--- src/rtl/expr_emit.sv ---
//==============================================================================
// Module      : expr_emit
// Description : Serializes BCD operands and +/* operators into an ASCII stream,
//               one character per clock. Optional macro EXPR_EMIT_STALL_EN adds
//               a stall input that re-presents the current character.
// Revision    : 1.0 - initial release
//==============================================================================
`default_nettype none

module expr_emit #(
    parameter int MAX_TERMS = 8
) (
    input  logic                         clk,
    input  logic                         clr,
`ifdef EXPR_EMIT_STALL_EN
    input  logic                         stall,
`endif
    input  logic                         start,
    input  logic [$clog2(MAX_TERMS)-1:0] count,
    input  logic [4*MAX_TERMS-1:0]       digits,
    input  logic [MAX_TERMS-2:0]         ops,
    output logic                         ready,
    output logic [7:0]                   out_char,
    output logic                         out_valid,
    output logic                         busy,
    output logic                         done,
    output logic                         err
);

    localparam int c_CW = $clog2(MAX_TERMS);

    typedef enum logic [1:0] {
        S_IDLE  = 2'd0,
        S_DIGIT = 2'd1,
        S_OP    = 2'd2,
        S_DONE  = 2'd3
    } state_t;

    state_t                 r_state;
    state_t                 w_nstate;
    logic [c_CW-1:0]        r_idx;
    logic [c_CW-1:0]        w_nidx;
    logic [c_CW-1:0]        r_count;
    logic [4*MAX_TERMS-1:0] r_digits;
    logic [MAX_TERMS-2:0]   r_ops;
    logic [7:0]             r_out_char;
    logic [7:0]             w_nchar;
    logic                   r_out_valid;
    logic                   w_nvalid;
    logic                   r_busy;
    logic                   r_ready;
    logic                   r_done;
    logic                   r_err;
    logic                   w_nerr;
    logic                   w_accept;
    logic                   w_stall;
    logic [MAX_TERMS-1:0]   w_bad_vec;

`ifdef EXPR_EMIT_STALL_EN
    assign w_stall = stall;
`else
    assign w_stall = 1'b0;
`endif

    // Only terms that will actually be emitted are checked for valid BCD.
    for (genvar gi = 0; gi < MAX_TERMS; gi++) begin : g_chk
        assign w_bad_vec[gi] = (count >= c_CW'(gi)) && (digits[4*gi +: 4] > 4'd9);
    end

    always_comb begin
        w_nstate = r_state;
        w_nidx   = r_idx;
        w_nchar  = 8'h00;
        w_nvalid = 1'b0;
        w_nerr   = 1'b0;
        w_accept = 1'b0;
        case (r_state)
            S_IDLE: begin
                // r_ready gates the cycle right after DONE, when ready is still low.
                if (start && r_ready) begin
                    if (|w_bad_vec) begin
                        w_nerr = 1'b1;
                    end else begin
                        w_accept = 1'b1;
                        w_nstate = S_DIGIT;
                        w_nidx   = '0;
                    end
                end
            end
            S_DIGIT: begin
                w_nchar  = {4'h3, r_digits[{r_idx, 2'b00} +: 4]};
                w_nvalid = 1'b1;
                w_nstate = (r_idx == r_count) ? S_DONE : S_OP;
            end
            S_OP: begin
                w_nchar  = r_ops[r_idx] ? 8'h2A : 8'h2B;
                w_nvalid = 1'b1;
                w_nidx   = r_idx + c_CW'(1);
                w_nstate = S_DIGIT;
            end
            S_DONE: begin
                w_nstate = S_IDLE;
            end
            default: begin
                w_nstate = S_IDLE;
            end
        endcase
        if (w_stall && (r_state == S_DIGIT || r_state == S_OP)) begin
            w_nstate = r_state;
            w_nidx   = r_idx;
            w_nchar  = r_out_char;
            w_nvalid = r_out_valid;
        end
    end

    always_ff @(posedge clk) begin
        if (clr) begin
            r_state     <= S_IDLE;
            r_idx       <= '0;
            r_count     <= '0;
            r_digits    <= '0;
            r_ops       <= '0;
            r_out_char  <= 8'h00;
            r_out_valid <= 1'b0;
            r_busy      <= 1'b0;
            r_ready     <= 1'b1;
            r_done      <= 1'b0;
            r_err       <= 1'b0;
        end else begin
            r_state     <= w_nstate;
            r_idx       <= w_nidx;
            if (w_accept) begin
                r_count  <= count;
                r_digits <= digits;
                r_ops    <= ops;
            end
            r_out_char  <= w_nchar;
            r_out_valid <= w_nvalid;
            r_err       <= w_nerr;
            r_done      <= (r_state == S_DONE);
            r_busy      <= (r_state == S_DIGIT) || (r_state == S_OP);
            r_ready     <= (r_state == S_IDLE);
        end
    end

    assign ready     = r_ready;
    assign out_char  = r_out_char;
    assign out_valid = r_out_valid;
    assign busy      = r_busy;
    assign done      = r_done;
    assign err       = r_err;

endmodule

`default_nettype wire

--- config.mk ---
export PLATFORM = sky130hd
export DESIGN_NAME = expr_emit
export DESIGN_NICKNAME = d
export VERILOG_FILES = /design/src/rtl/expr_emit.sv
export SDC_FILE = /design/constraint.sdc
export NUM_CORES = 1
export LEC_CHECK = 0
export CAP_MARGIN = 5
export CORE_UTILIZATION = 54
export DETAILED_ROUTE_END_ITERATION = 16
export PLACE_DENSITY = 0.85
export SYNTH_ARGS = -nofsm -noshare
export SYNTH_HDL_FRONTEND = slang
export SYNTH_SLANG_ARGS = --single-unit
--- constraint.sdc ---
create_clock -name clk -period 4.47 [get_ports clk]
set_clock_uncertainty 0.15 [all_clocks]
set_input_delay 0.894 -clock clk [delete_from_list [all_inputs] [get_ports clk]]
set_output_delay 0.894 -clock clk [all_outputs]
set_load 0.1 [all_outputs]
# Word level (Yosys, flattened, before mapping)
# Index checks and enable logic that the tools add are counted.
# classes
n_eq_ne	6
div	0
reduce_logical	17
n_shift	1
muxes	16
n_addsub	1
bitwise	2
n_lt_le_gt_ge	17
mul	0
# op_table
cell	count
$gt 4x4->1 const B	8
$shiftx 32x6->4	1
$ge 3x3->1 const B	4
$pmux 6 s2	1
$logic_and 1x1->1	9
$mux 1	8
$pmux 2 s4	1
$reduce_or 8->1	1
$ge 3x1->1 const B	2
$ge 3x2->1 const B	2
$mux 3	2
$pmux 3 s2	1
$eq 2x2->1 const B	2
$lt 3x4->1 const B	1
$mux 2	2
$ne 2x2->1 const B	2
$add 3x1->3 const B	1
$bmux 1 s3	1
$eq 3x3->1	1
$reduce_and 3->1	1
$reduce_or 3->1	1
$eq 2x1->1 const B	1
$logic_not 2->1	1
$not 1->1	2
other kinds (4)	4
# word_totals
mem_bits_ro	0
latchBits	0
ff_bits	60
ram_bits	0
inputBits	45
memories	0

# Longest topological paths before layout
# Gate-level depths: netlist of the first run.
# logic_depth
depth_word	6
mapped_depth	8
mapped_depth_nobuf	6

# Worst setup path before layout of the first run
# Ideal clock, no wire load.
# synth_timing
path_type	register to register
from	register r_ready, in the netlist ready
to	register r_idx[2]
path_slack_ns	1.953
t_required_ns	4.246
n_path_buf	1
arrival_ns	2.293
path_stages_with_launch	6
path_cell_list	dfxtp_1 > nand3_1 > or3_1 > buf_2 > or4_1 > a31oi_1
# synth_between
elab_chain_len	3
# synth_lines
item	line_no	rtl
from (decl)	51	logic r_ready;
from (signal assigned)	142	r_ready <= (r_state == S_IDLE);
$logic_and 1x1->1	80	if (start && r_ready) begin
$ne 2x2->1 (no line)	n/a	
$reduce_and 3->1 (no line)	n/a	
to (signal assigned)	131	r_idx <= w_nidx;
to (decl)	41	logic [c_CW-1:0] r_idx;
# Every way passes these cells.
# A chain may end at the register's enable or synchronous reset.

# Worst setup path in the final report of the first run
# layout_timing
from	input count[2]
to	register r_count[2]
# layout_between
elab_chain_len	6
word_cells_on_any_way	20
classes_between	8 x order compare; 3 x mux; 9 x reduce/logical
# layout_lines
item	line_no	rtl
from (decl)	19	input logic [$clog2(MAX_TERMS)-1:0] count,
$ge 3x1->1 (tied with other cells)	67	assign w_bad_vec[gi] = (count >= c_CW'(gi)) && (digits[4*gi +: 4] > 4'd9);
$logic_and 1x1->1	67	
$reduce_or 8->1	81	if (|w_bad_vec) begin
$mux 1	81	
$mux 1	80	
$mux 1	77	case (r_state)
to (signal assigned)	133	r_count <= count;
to (decl)	43	logic [c_CW-1:0] r_count;
# Parallel ways exist; a longest one is shown, timed or not.

==> results of run 1 <==
report_power, final:
group	total (µW)	switching (µW)	internal (µW)
clock	354	171	183
sequential	564	24.2	540
combinational	448	307	142
total	1370	502	865
routing by layer:
metal / up-vias / GRT usage, % / routed length (µm)
li1: 1171 / - / -
met1: 1180 / 35.3 / 2830
met2: 120 / 41.8 / 3130
met3: 17 / 3.66 / 459
met4: 0 / 12.2 / 167
met5: - / 0 / 0
final cells by class:
class                   count  share of cell area, %
multi-input cells         210                   41.4
flip-flops and latches     56                   34.3
repair buffers             59                   17.7
clock buffers               6                   2.52
well taps                  54                   2.06
clock inverters             2                   1.19
inverters                   7                  0.803
final timing paths:
kind	from	endpoint	slack, ps	depth (start not counted)
hold reg to reg	r_digits[16]$_SDFFE_PP0P_	r_digits[16]$_SDFFE_PP0P_	340	2
setup / recovery	count[2]	r_count[2]$_SDFFE_PP0P_	1030	6
setup reg to reg	r_state[0]$_SDFFE_PP0P_	r_idx[2]$_SDFFE_PP0P_	1600	6
hold / removal	r_digits[16]$_SDFFE_PP0P_	r_digits[16]$_SDFFE_PP0P_	340	2
layout by cell type, fill, tap and decap left out, types with 3 or more instances in the layout:
cell             count
nand2_1             11
clkdlybuf4s50_1     55
a21oi_1             45
o21ai_0             44
ha_1                 5
inv_1                7
buf_4                4
o21ai_1              3
dfxtp_1             56
o211ai_1             4
xnor2_1              3
mux4_2               9
clkbuf_8             6
nor2_1               7
nand3_1             46
kinds of logic after synthesis:
group	count (synthesis)	share of synthesized area [%]
AOI/OAI and AO/OA	112	24.0
xor gates and xnor gates	3	0.999
adders and majority gates	5	2.38
buffers and inverters	39	6.56
DFF	56	42.6
muxes	13	9.32
other	1	0.143
and+or+nand+nor	75	14.0
state kept, by name (all words and copies together) (netlist names):
signal	count
r_digits	32
r_ops	7
out_char	5
r_count	3
r_idx	3
r_state	2
done	1
err	1
out_valid	1
ready	1
worst register-to-register path, cell delays in order (launching register included):
cell and delay, ps:
dfxtp_1 350, inv_1 100, ha_1 270, nand3_1 200, or3_1 900, or4_1 670, a31oi_1 170
metrics by stage:
step | instances | hold slack (ps) | power, µW | setup slack [ps] | utilization [%]
after floorplan | 305 | 301 | 898 | 1950 | -
final | 394 | 336 | 1370 | 1030 | 69.8
after detailed placement | 386 | 318 | 1020 | 793 | 67.2
after global placement | 386 | 307 | 1010 | 903 | 67.2
after CTS | 394 | 333 | 1360 | 1130 | 69.8
after global routing | 394 | 356 | 1420 | 871 | 69.8
==> results.py, run 1 <==
metrics = {
    "final_layout": {
        "final_cell_area_um2": 3270,
        "drive_above_1_share_pct": 8.53,
        "finalNetCount": 389,
        "regArea_um2": 1120,
        "n_antenna_cell": 0,
        "area_growth_pct": 24.4,
        "multiInputGateArea_um2": 1360,
        "fill_cells": 402,
    },
    "critical_path": {
        "cp-start-kind": "input pin",
        "worstPathRequired_ps": 4550,
        "critical_path.max_stage_delay_ps": 980,
        "cp_top_family": "simple AND/OR/NAND/NOR gates",
        "worstSetupPathType": "input pin to register",
        "cp_slowest_cell": "or3_1",
        "cp_num_buf_inv": 1,
        "arrival_ps": 3520,
        "worst_setup_path_end_kind": "register",
        "crit_chain": "clkdlybuf4s50_1 > o211ai_2 > o211ai_1 > or3_1 > o21ai_0 > a21oi_1",
        "crit_path_max_fanout": 46,
    },
    "run_status": {
        "status": "complete, no violations",
    },
    "timing": {
        "worstMarginPinSlew_ps": 1220,
        "hold_viol_final": 0,
        "max_freq_ghz": 0.290,
        "post-route-period-util_pct": 77.0,
        "fin_crit_ps": 3440,
        "finalMaxSlewViolations": 0,
        "grt_setup_unrepaired": "no",
        "tns_ps": 0,
        "slew_headroom_pct": 18.6,
        "finalSetupViolCount": 0,
    },
    "placement": {
        "place_area_um2": 3150,
        "dp_hpwl_um": 4450,
        "gp_congestion": 0.860,
        "numPortBuffers": 55,
    },
    "power_and_ir_drop": {
        "p_leak_uw": 0.00106,
        "peakVddDrop_mv": 0.272,
        "power_density_nw_per_um2": 418,
    },
    "synth": {
        "avgSynthCellArea_um2": 8.66,
        "synth_top_area_share_pct": 42.6,
        "synth_seq_cells": 56,
        "synth_ff_type": "dfxtp_1",
        "async_flop_share_pct": 0,
        "ys_top_cells_by_area": "dfxtp_1, nand3_1, a21oi_1",
        "synth.distinct_cells": 40,
        "synth_edf_count": 0,
        "synth_common_cells": "dfxtp_1, nand3_1, a21oi_1, o21ai_0, clkbuf_1",
        "yosys.area.top_type": "dfxtp_1",
        "syn-instance-count": 304,
        "seq_area_frac_synth_pct": 42.6,
        "synth_warnings": 0,
        "synth_area_um2": 2630,
        "yosys.cell_count.top_type": "dfxtp_1",
    },
    "min_path": {
        "hold_class": "register to register",
    },
    "drt": {
        "avgRoutedWirePerCell_um": 16.7,
        "routed_wirelength_um": 6590,
        "first_pass_iters": 5,
        "drtAntennaViolNets": 0,
        "drtIter0Drc": 225,
        "drc": 0,
        "viasPerCell": 6.31,
        "via_count": 2488,
    },
    "die": {
        "die_h_um": 71.8,
        "coreArea_um2": 4690,
        "rows": 25,
        "initial_utilization_pct": 56.1,
        "die_width_um": 71.8,
        "dieArea_um2": 5160,
        "ioPinCount": 58,
    },
    "cts": {
        "postCtsHoldBufs": 0,
        "clock_sinks": 56,
        "clock_latency_ps": 320,
        "cts-resized-gates": 0,
        "htree_num_levels": 2,
        "numCtsBuffers": 5,
        "clk_pin_slew_ps": 100,
        "cts-root-buf": "clkbuf_8",
        "post_cts_buffers": 0,
        "cts.path.max_buffers": 2,
        "cts_tree": "built",
    },
    "run": {
        "maxCapViolations": 0,
    },
    "global_route": {
        "antenna_found_initial": 0,
        "track_usage_pct": 26.2,
        "grt_overflow": 0,
        "grt_max_degree": 47,
        "grt_pass1_vias": 2292,
        "grt_pass1_wl_um": 10600,
    },
}
Power figures use the tool's default switching activity.
==> inputs of run 2 (changes only) <==
--- a/config.mk
+++ b/config.mk
@@ -6,9 +6,9 @@
 export NUM_CORES = 1
 export LEC_CHECK = 0
 export CAP_MARGIN = 5
-export CORE_UTILIZATION = 54
+export CORE_UTILIZATION = 50
 export DETAILED_ROUTE_END_ITERATION = 16
-export PLACE_DENSITY = 0.85
+export PLACE_DENSITY = 0.79
 export SYNTH_ARGS = -nofsm -noshare
 export SYNTH_HDL_FRONTEND = slang
 export SYNTH_SLANG_ARGS = --single-unit
==> constraint.sdc (replaced) <==
create_clock -name clk -period 3.2 [get_ports clk]
set_clock_uncertainty 0.15 [all_clocks]
set_input_delay 0.64 -clock clk [delete_from_list [all_inputs] [get_ports clk]]
set_output_delay 0.64 -clock clk [all_outputs]
set_load 0.1 [all_outputs]
==> results.py, run 2 (same netlist as run 1, synthesis figures left out) <==
metrics = {
    "global_route": {
        "grt_overflow": 0,
        "track_usage_pct": 25.7,
        "grt_max_degree": 43,
        "grt_pass1_vias": 2212,
        "grt_pass1_wl_um": 10500,
        "antenna_found_initial": 0,
    },
    "critical_path": {
        "rr_startpoint": "r_state[0]$_SDFFE_PP0P_",
        "crit_path_end": "r_idx[2]$_SDFFE_PP0P_",
        "reg2reg_depth": 6,
        "worst_setup_path_end_kind": "register",
        "cp_slowest_cell": "clkdlybuf4s50_1",
        "worstReg2RegEnd": "r_idx[2]$_SDFFE_PP0P_",
        "ff2ff_setup_slack_ps": 890,
        "critical_path.max_stage_delay_ps": 600,
        "arrival_ps": 2650,
        "crit_path_max_fanout": 7,
        "crit_chain": "clkdlybuf4s50_1 > o211ai_2 > o211ai_1 > or3_1 > or4_1 > a31oi_1",
        "worstSetupPathType": "input pin to register",
        "worstPathRequired_ps": 3290,
        "cp-start-kind": "input pin",
        "setup.worst_path.start": "count[2]",
    },
    "drt": {
        "routed_wirelength_um": 6590,
        "first_pass_iters": 5,
        "avgRoutedWirePerCell_um": 15.8,
        "via_count": 2416,
        "drtIter0Drc": 195,
        "drtAntennaViolNets": 0,
        "drc": 0,
        "viasPerCell": 5.81,
    },
    "timing": {
        "post-route-period-util_pct": 79.8,
        "tns_ps": 0,
        "finalMaxSlewViolations": 0,
        "fin_crit_ps": 2550,
        "worstMarginPinSlew_ps": 652,
        "slew_headroom_pct": 56.5,
        "grt_setup_unrepaired": "no",
        "finalSetupViolCount": 0,
        "max_freq_ghz": 0.392,
        "hold_slack_ps": 332,
        "hold_viol_final": 0,
    },
    "cts": {
        "htree_num_levels": 2,
        "cts.path.max_buffers": 2,
        "clk_pin_slew_ps": 100,
        "cts-root-buf": "clkbuf_8",
        "cts_tree": "built",
        "clock_sinks": 56,
        "postCtsHoldBufs": 0,
        "numCtsBuffers": 5,
        "cts-resized-gates": 0,
        "post_cts_buffers": 0,
        "clock_latency_ps": 310,
    },
    "final_layout": {
        "fill_cells": 459,
        "layout_commonest_cell": "dfxtp_1",
        "n_antenna_cell": 0,
        "largest-register": "r_digits",
        "layout_common_cells": "dfxtp_1, nand3_1, a21oi_1",
        "finalNetCount": 395,
        "largest_reg_flops": 32,
        "drive_above_1_share_pct": 13.0,
        "area_growth_pct": 25.3,
    },
    "die": {
        "die_width_um": 74.5,
        "die_h_um": 74.5,
        "coreArea_um2": 5070,
        "ioPinCount": 58,
        "rows": 26,
        "dieArea_um2": 5560,
        "initial_utilization_pct": 51.8,
    },
    "placement": {
        "dp_hpwl_um": 4550,
        "gp_congestion": 0.870,
        "numPortBuffers": 55,
    },
    "min_path": {
        "hold_class": "register to register",
    },
    "power_and_ir_drop": {
        "peakVddDrop_mv": 0.230,
        "p_leak_uw": 0.00110,
        "power_density_nw_per_um2": 573,
    },
    "run": {
        "maxCapViolations": 0,
    },
    "run_status": {
        "status": "complete, no violations",
    },
}
[run 2: cell count changes in the layout (fill, tap and decap cells not counted), sizes merged]
cell | previous run | this run
clkdlybuf4s50 | 55 | 44
buf | 4 | 21
[run 2: where the power goes]
part	total, µW	internal, µW	switching, µW
Combinational	642	209	433
Clock	460	233	228
Sequential	787	754	33.2
Total	1890	1200	694
[run 2: layout make-up]
cell class / instances / area [µm²] / share of cell area, %
repair buffers: 65 / 598 / 18.1
clock buffers: 6 / 72.6 / 2.20
flip-flops and latches: 56 / 1120 / 34.0
well taps: 70 / 87.6 / 2.66
multi-input cells: 210 / 1360 / 41.1
clock inverters: 2 / 35.0 / 1.06
inverters: 7 / 26.3 / 0.797
[run 2: layer usage]
layer | wire [µm] | share of wire (%) | vias up | track usage [%]
li1 | - | - | 1179 | -
met1 | 2990 | 45 | 1129 | 35.1
met2 | 3050 | 46 | 99 | 40.0
met3 | 431 | 6.5 | 9 | 5.42
met4 | 115 | 1.7 | 0 | 9.22
met5 | 0 | 0 | - | 0
[run 2: how the worst min path moves through the flow]
stage | start | end | slack (ps) | cells after the start
floorplan | r_digits[10]$_SDFFE_PP0P_ | r_digits[10]$_SDFFE_PP0P_ | 300 | 2
global placement | r_digits[14]$_SDFFE_PP0P_ | r_digits[14]$_SDFFE_PP0P_ | 310 | 2
detailed placement | r_digits[8]$_SDFFE_PP0P_ | r_digits[8]$_SDFFE_PP0P_ | 320 | 2
CTS | r_digits[23]$_SDFFE_PP0P_ | r_digits[23]$_SDFFE_PP0P_ | 330 | 2
global route | r_digits[3]$_SDFFE_PP0P_ | r_digits[3]$_SDFFE_PP0P_ | 360 | 2
finish | r_digits[22]$_SDFFE_PP0P_ | r_digits[22]$_SDFFE_PP0P_ | 330 | 2
[run 2: critical path: cells and delay by family]
kind / cells / cell delay (ps)
buffers and inverters: 1 / 600
AOI/OAI and AO/OA: 3 / 450
and+or+nand+nor: 2 / 940
[run 2: per-stage QoR]
step	instances	utilization [%]	setup WS (ps)	power (µW)	cell area, µm²
floorplan	305	-	683	1250	2640
global placement	408	62.8	441	1430	3190
detailed placement	408	62.8	341	1440	3190
CTS	416	65.0	668	1890	3300
global route	416	65.0	456	1970	3300
finish	416	65.0	646	1890	3300
==> inputs of run 3 (changes only) <==
==> constraint.sdc (replaced) <==
create_clock -name clk -period 2.4 [get_ports clk]
set_clock_uncertainty 0.15 [all_clocks]
set_input_delay 0.48 -clock clk [delete_from_list [all_inputs] [get_ports clk]]
set_output_delay 0.48 -clock clk [all_outputs]
set_load 0.1 [all_outputs]
==> results.py, run 3 (same netlist as run 1, synthesis figures left out) <==
metrics = {
    "global_route": {
        "antenna_found_initial": 0,
        "grt_pass1_wl_um": 10500,
        "grt_max_degree": 46,
        "grt_overflow": 0,
        "grt_pass1_vias": 2277,
        "track_usage_pct": 25.3,
    },
    "cts": {
        "cts-root-buf": "clkbuf_8",
        "htree_num_levels": 2,
        "clk_pin_slew_ps": 100,
        "cts.path.max_buffers": 2,
        "cts_tree": "built",
        "clock_sinks": 56,
        "numCtsBuffers": 5,
        "clock_latency_ps": 310,
    },
    "timing": {
        "fin_crit_ps": 2260,
        "post-route-period-util_pct": 94.0,
        "max_freq_ghz": 0.443,
        "finalSetupViolCount": 0,
        "worstMarginPinSlew_ps": 660,
        "slew_headroom_pct": 56.0,
        "hold_slack_ps": 329,
        "tns_ps": 0,
        "grt_setup_unrepaired": "no",
        "hold_viol_final": 0,
        "finalMaxSlewViolations": 0,
    },
    "placement": {
        "dp_hpwl_um": 4520,
        "numPortBuffers": 55,
        "gp_congestion": 0.803,
        "placed_cells": 418,
        "place_area_um2": 3270,
    },
    "critical_path": {
        "worstSetupPathType": "input pin to register",
        "worst_setup_path_end_kind": "register",
        "cp-start-kind": "input pin",
        "arrival_ps": 2300,
        "crit_path_max_fanout": 45,
        "cp_num_buf_inv": 2,
        "worstReg2RegEnd": "r_idx[0]$_SDFFE_PP0P_",
        "worstPathRequired_ps": 2440,
        "cp_top_family": "compound AO/OA/AOI/OAI gates",
        "cp_slowest_cell": "clkdlybuf4s50_1",
        "setup.worst_path.start": "digits[1]",
        "cp.depth": 7,
        "cpMostUsedCell": "o211ai_1",
        "crit_path_end": "r_idx[0]$_SDFFE_PP0P_",
        "critical_path.max_stage_delay_ps": 420,
        "rr_startpoint": "r_state[1]$_SDFFE_PP0P_",
        "reg2reg_depth": 7,
        "crit_chain": "clkdlybuf4s50_1 > o21ai_1 > o211ai_1 > or3_1 > buf_4 > o211ai_1 > o22ai_1",
        "ff2ff_setup_slack_ps": 140,
    },
    "power_and_ir_drop": {
        "finalPower_uw": 2450,
        "p_int_uw": 1530,
        "power_density_nw_per_um2": 728,
        "pwr-share-clk_pct": 21.5,
        "combPwrFrac_pct": 35.6,
        "sw_frac_of_total_pct": 37.5,
        "power_frac_seq_pct": 42.9,
        "p_leak_uw": 0.00115,
        "peakVddDrop_mv": 0.348,
        "p_sw_uw": 919,
    },
    "drt": {
        "via_count": 2470,
        "drc": 0,
        "drtAntennaViolNets": 0,
        "drtIter0Drc": 252,
        "routed_wirelength_um": 6530,
        "first_pass_iters": 4,
        "avgRoutedWirePerCell_um": 15.3,
        "viasPerCell": 5.80,
    },
    "final_layout": {
        "finalNetCount": 405,
        "final_cell_area_um2": 3360,
        "layout_commonest_cell": "dfxtp_1",
        "largest-register": "r_digits",
        "fill_cells": 460,
        "n_antenna_cell": 0,
        "layout_common_cells": "dfxtp_1, nand3_1, a21oi_1",
        "largest_reg_flops": 32,
        "drive_above_1_share_pct": 16.0,
        "multiInputGateArea_um2": 1360,
        "area_growth_pct": 27.8,
        "regArea_um2": 1120,
        "stdcell_count": 426,
    },
    "die": {
        "coreArea_um2": 5070,
        "die_h_um": 74.5,
        "die_width_um": 74.5,
        "ioPinCount": 58,
        "rows": 26,
        "initial_utilization_pct": 51.8,
        "dieArea_um2": 5560,
    },
    "min_path": {
        "hold_class": "register to register",
    },
    "run": {
        "maxCapViolations": 0,
    },
    "run_status": {
        "status": "complete, no violations",
    },
}
==> run 3: worst min path at each step <==
stage | end | from | cells past startpoint | slack (ps)
after floorplan | r_digits[10]$_SDFFE_PP0P_ | r_digits[10]$_SDFFE_PP0P_ | 2 | 300
after global placement | r_digits[17]$_SDFFE_PP0P_ | r_digits[17]$_SDFFE_PP0P_ | 2 | 310
after detailed placement | r_digits[14]$_SDFFE_PP0P_ | r_digits[14]$_SDFFE_PP0P_ | 2 | 320
after CTS | r_digits[14]$_SDFFE_PP0P_ | r_digits[14]$_SDFFE_PP0P_ | 2 | 330
after global routing | r_digits[7]$_SDFFE_PP0P_ | r_digits[7]$_SDFFE_PP0P_ | 2 | 350
final | r_digits[16]$_SDFFE_PP0P_ | r_digits[16]$_SDFFE_PP0P_ | 2 | 330
==> run 3: worst register-to-register path, cell delays in order (launching register included) <==
cell and delay (ps):
dfxtp_1 340, inv_1 100, ha_1 290, nand3_1 180, or3_1 420, buf_4 260
o211ai_1 290, o22ai_1 120
==> run 3: metrics by stage <==
stage | util (%) | setup slack [ps]
global placement | 64.3 | -109
detailed placement | 64.3 | -154
CTS | 66.2 | 143
floorplan | - | 221
global route | 66.2 | 29.4
finish | 66.2 | 144
==> run 3: what timing repair did <==
| item | in CTS | in global routing |
|---|---|---|
| hold buffers | 0 | 0 |
| endpoints found under the hold margin | 0 | 0 |
| setup buffers | 0 | 0 |
| gates resized for setup | 0 | 2 |
| endpoints found under the setup margin | 0 | 2 |
==> run 3: power groups by stage <==
stage	Clock, µW	Sequential, µW	Combinational [µW]
2_1_floorplan	0	1200	474
3_3_place_gp	0	1070	847
3_5_place_dp	0	1070	858
4_1_cts	527	1050	860
5_1_grt	556	1060	936
6_report	527	1050	870
==> run 3: routing by layer <==
layer	GRT usage [%]	share of wire [%]	vias to the layer above
met2	41.0	49	108
met4	9.22	1.6	0
met5	0	0	-
li1	-	-	1200
met3	3.52	7.1	11
met1	34.5	43	1151
==> run 3: cell type report <==
class / instances / area share [%]
clock buffer: 6 / 2.46
clock inverter: 2 / 0.298
inverter: 7 / 0.782
multi-input combinational: 210 / 40.3
sequential: 56 / 33.4
tap: 70 / 2.61
timing repair buffer: 75 / 20.1
==> RTL edit: new RTL, config.mk and constraints of run 2 <==
Add a define of `EXPR_EMIT_STALL_EN`.
--- a/src/rtl/expr_emit.sv
+++ b/src/rtl/expr_emit.sv
@@ -6,6 +6,8 @@
 // Revision    : 1.0 - initial release
 //==============================================================================
 `default_nettype none
+
+`define EXPR_EMIT_STALL_EN
 
 module expr_emit #(
     parameter int MAX_TERMS = 8
Interface: changed (added stall); port bits go from 58 to 59. The function was not compared with the original's and may differ.
==> RTL edit against run 2 <==
  * Worst setup slack improved by 94 ps
  * Fmax increased by 3.8%
  * Sequential cell count increased by 1
  * Wire length decreased by 14%
  * Clock power increased by 79%
  * Total power increased by 15%
  * Final area increased by 5.8%
  * Synthesized area increased by 3.4%
==> RTL edit: results (changes against run 2) <==
** Synthesis
- After synthesis, the cell types taking the most area are sky130_fd_sc_hd__dfxtp_1, sky130_fd_sc_hd__mux2i_1, sky130_fd_sc_hd__nor2_1.
- Share of synthesized area occupied by flip-flops and latches :: 42.0% (-0.66 points)
- Most used standard cells in the synthesized netlist :: sky130_fd_sc_hd__dfxtp_1, sky130_fd_sc_hd__nor2_1, sky130_fd_sc_hd__mux2i_1, sky130_fd_sc_hd__a21oi_1

** Setup path
- Critical path origin :: count[1]
- On the critical path the largest part of the delay comes from buffers and inverters.
- Startpoint of the worst register-to-register path :: r_idx[0]$_SDFFE_PP0P_
- The slack of the worst reg-to-reg path is 820 ps (-70 ps).
- Biggest cell delay along the critical path :: 660 ps (+60 ps)
- The maximum fanout count along the critical path came to 26 (+19).

** Final layout
- Area overhead of the layout relative to synthesis :: 28.2%
- # nets final :: 360 (-8.9%)
- The number of filler instances in the final layout is 414 (-9.8%).

** Route
- The total vias in the final route was 2037 (-16%).
- The initial DRC count is 139 (-29%).
- The detailed-routing iteration count for the pre-antenna-repair pass was 4 (-1).

** Place
- Instance area at placement :: 3240 um^2 (+1.7%)
- Global placer's final weighted congestion :: 0.891 (+2.4%)
- Port Buffer Count :: 56 (+1.8%)
- The detailed placement HPWL is 3.97 mm (-13%).
- Pre-CTS setup slack :: 458 ps (+117 ps)

** Global route
- Global-route wire length before repair :: 9.05 mm (-14%)
- Total Routing Usage GR :: 22.0% (-3.7 points)
- The pin count of the biggest net entering global routing came to 27 (-37%).
- The via count of the first global-routing pass is 1904 (-14%).

** Clocking
- The clock edge transition at the registers on the reported setup and hold paths is 70 ps (-30 ps).
- The H-tree level count was 3 (+1).
- Latest clock arrival within the worst-skew pair :: 340 ps (+30 ps)

** Power
- The leakage dissipation is 1.60 nW (+44%).
- Peak supply drop :: 0.366 mV (+59%)

** Timing
- Transition time of the tightest slew-check pin :: 733 ps (+81.3 ps)

** Run status
- Status :: finished, final reports clean
[RTL edit: cell count changes in the layout (fill, tap and decap cells not counted), moves of 8 or more]
cell / run 2 / this run
sky130_fd_sc_hd__a21oi_1: 45 / 9
sky130_fd_sc_hd__mux2i_1: 2 / 45
sky130_fd_sc_hd__o21ai_0: 44 / 5
sky130_fd_sc_hd__buf_4: 21 / 13
sky130_fd_sc_hd__nand3_1: 46 / 1
sky130_fd_sc_hd__nor2_1: 7 / 54
[RTL edit: logic make-up (layout without fill, tap and decap cells)]
family | count (synthesis) | after routing | share of synthesized area [%]
AO/OA/AOI/OAI | 32 | 32 | 9.43
XOR/XNOR | 3 | 3 | 0.966
other | 1 | 2 | 0.138
AND/OR/NAND/NOR | 76 | 76 | 12.6
flip-flops | 57 | 57 | 42.0
multiplexers | 57 | 57 | 26.1
adder cells (fa/ha/maj) | 5 | 5 | 2.30
buffers and inverters | 24 | 82 | 6.53
[RTL edit: worst min-delay path: stages, from the launching register on]
cell	delay, ps
sky130_fd_sc_hd__dfxtp_1	320
sky130_fd_sc_hd__inv_1	50
sky130_fd_sc_hd__a21oi_1	50
[RTL edit: routing by layer]
metal  up-vias  GRT usage, %  share of wire [%]
met4         0          8.23                1.9
met5         -             0                  0
met2        68          36.0                 47
li1       1003             -                  -
met1       954          27.1                 46
met3        12          7.01                4.7
[RTL edit: worst min path at each step]
stage	cells after the start	endpoint	slack, ps	start
6_report	2	out_valid$_SDFFE_PP0N_	320	out_valid$_SDFFE_PP0N_
5_1_grt	2	out_valid$_SDFFE_PP0N_	370	out_valid$_SDFFE_PP0N_
4_1_cts	2	out_valid$_SDFFE_PP0N_	320	out_valid$_SDFFE_PP0N_
3_5_place_dp	2	out_valid$_SDFFE_PP0N_	310	out_valid$_SDFFE_PP0N_
3_3_place_gp	2	out_valid$_SDFFE_PP0N_	300	out_valid$_SDFFE_PP0N_
2_1_floorplan	2	r_digits[21]$_SDFFE_PP0P_	300	r_digits[21]$_SDFFE_PP0P_
[RTL edit: layout make-up]
cell class	instances	share of cell area, %
well taps	70	2.51
clock inverters	6	3.01
inverters	6	0.646
multi-input cells	175	40.3
clock buffers	10	3.95
repair buffers	60	16.9
flip-flops and latches	57	32.7
[RTL edit: through the flow]
step	cells	power [mW]	hold slack, ps
after floorplan	256	1.22	305
after global placement	368	1.36	298
after detailed placement	368	1.37	315
after CTS	384	2.19	324
after global routing	384	2.27	365
final	384	2.18	317
[RTL edit: power by group]
group	internal [mW]	switching [mW]
logic	0.207	0.352
registers	0.764	0.0329
clock network	0.534	0.290
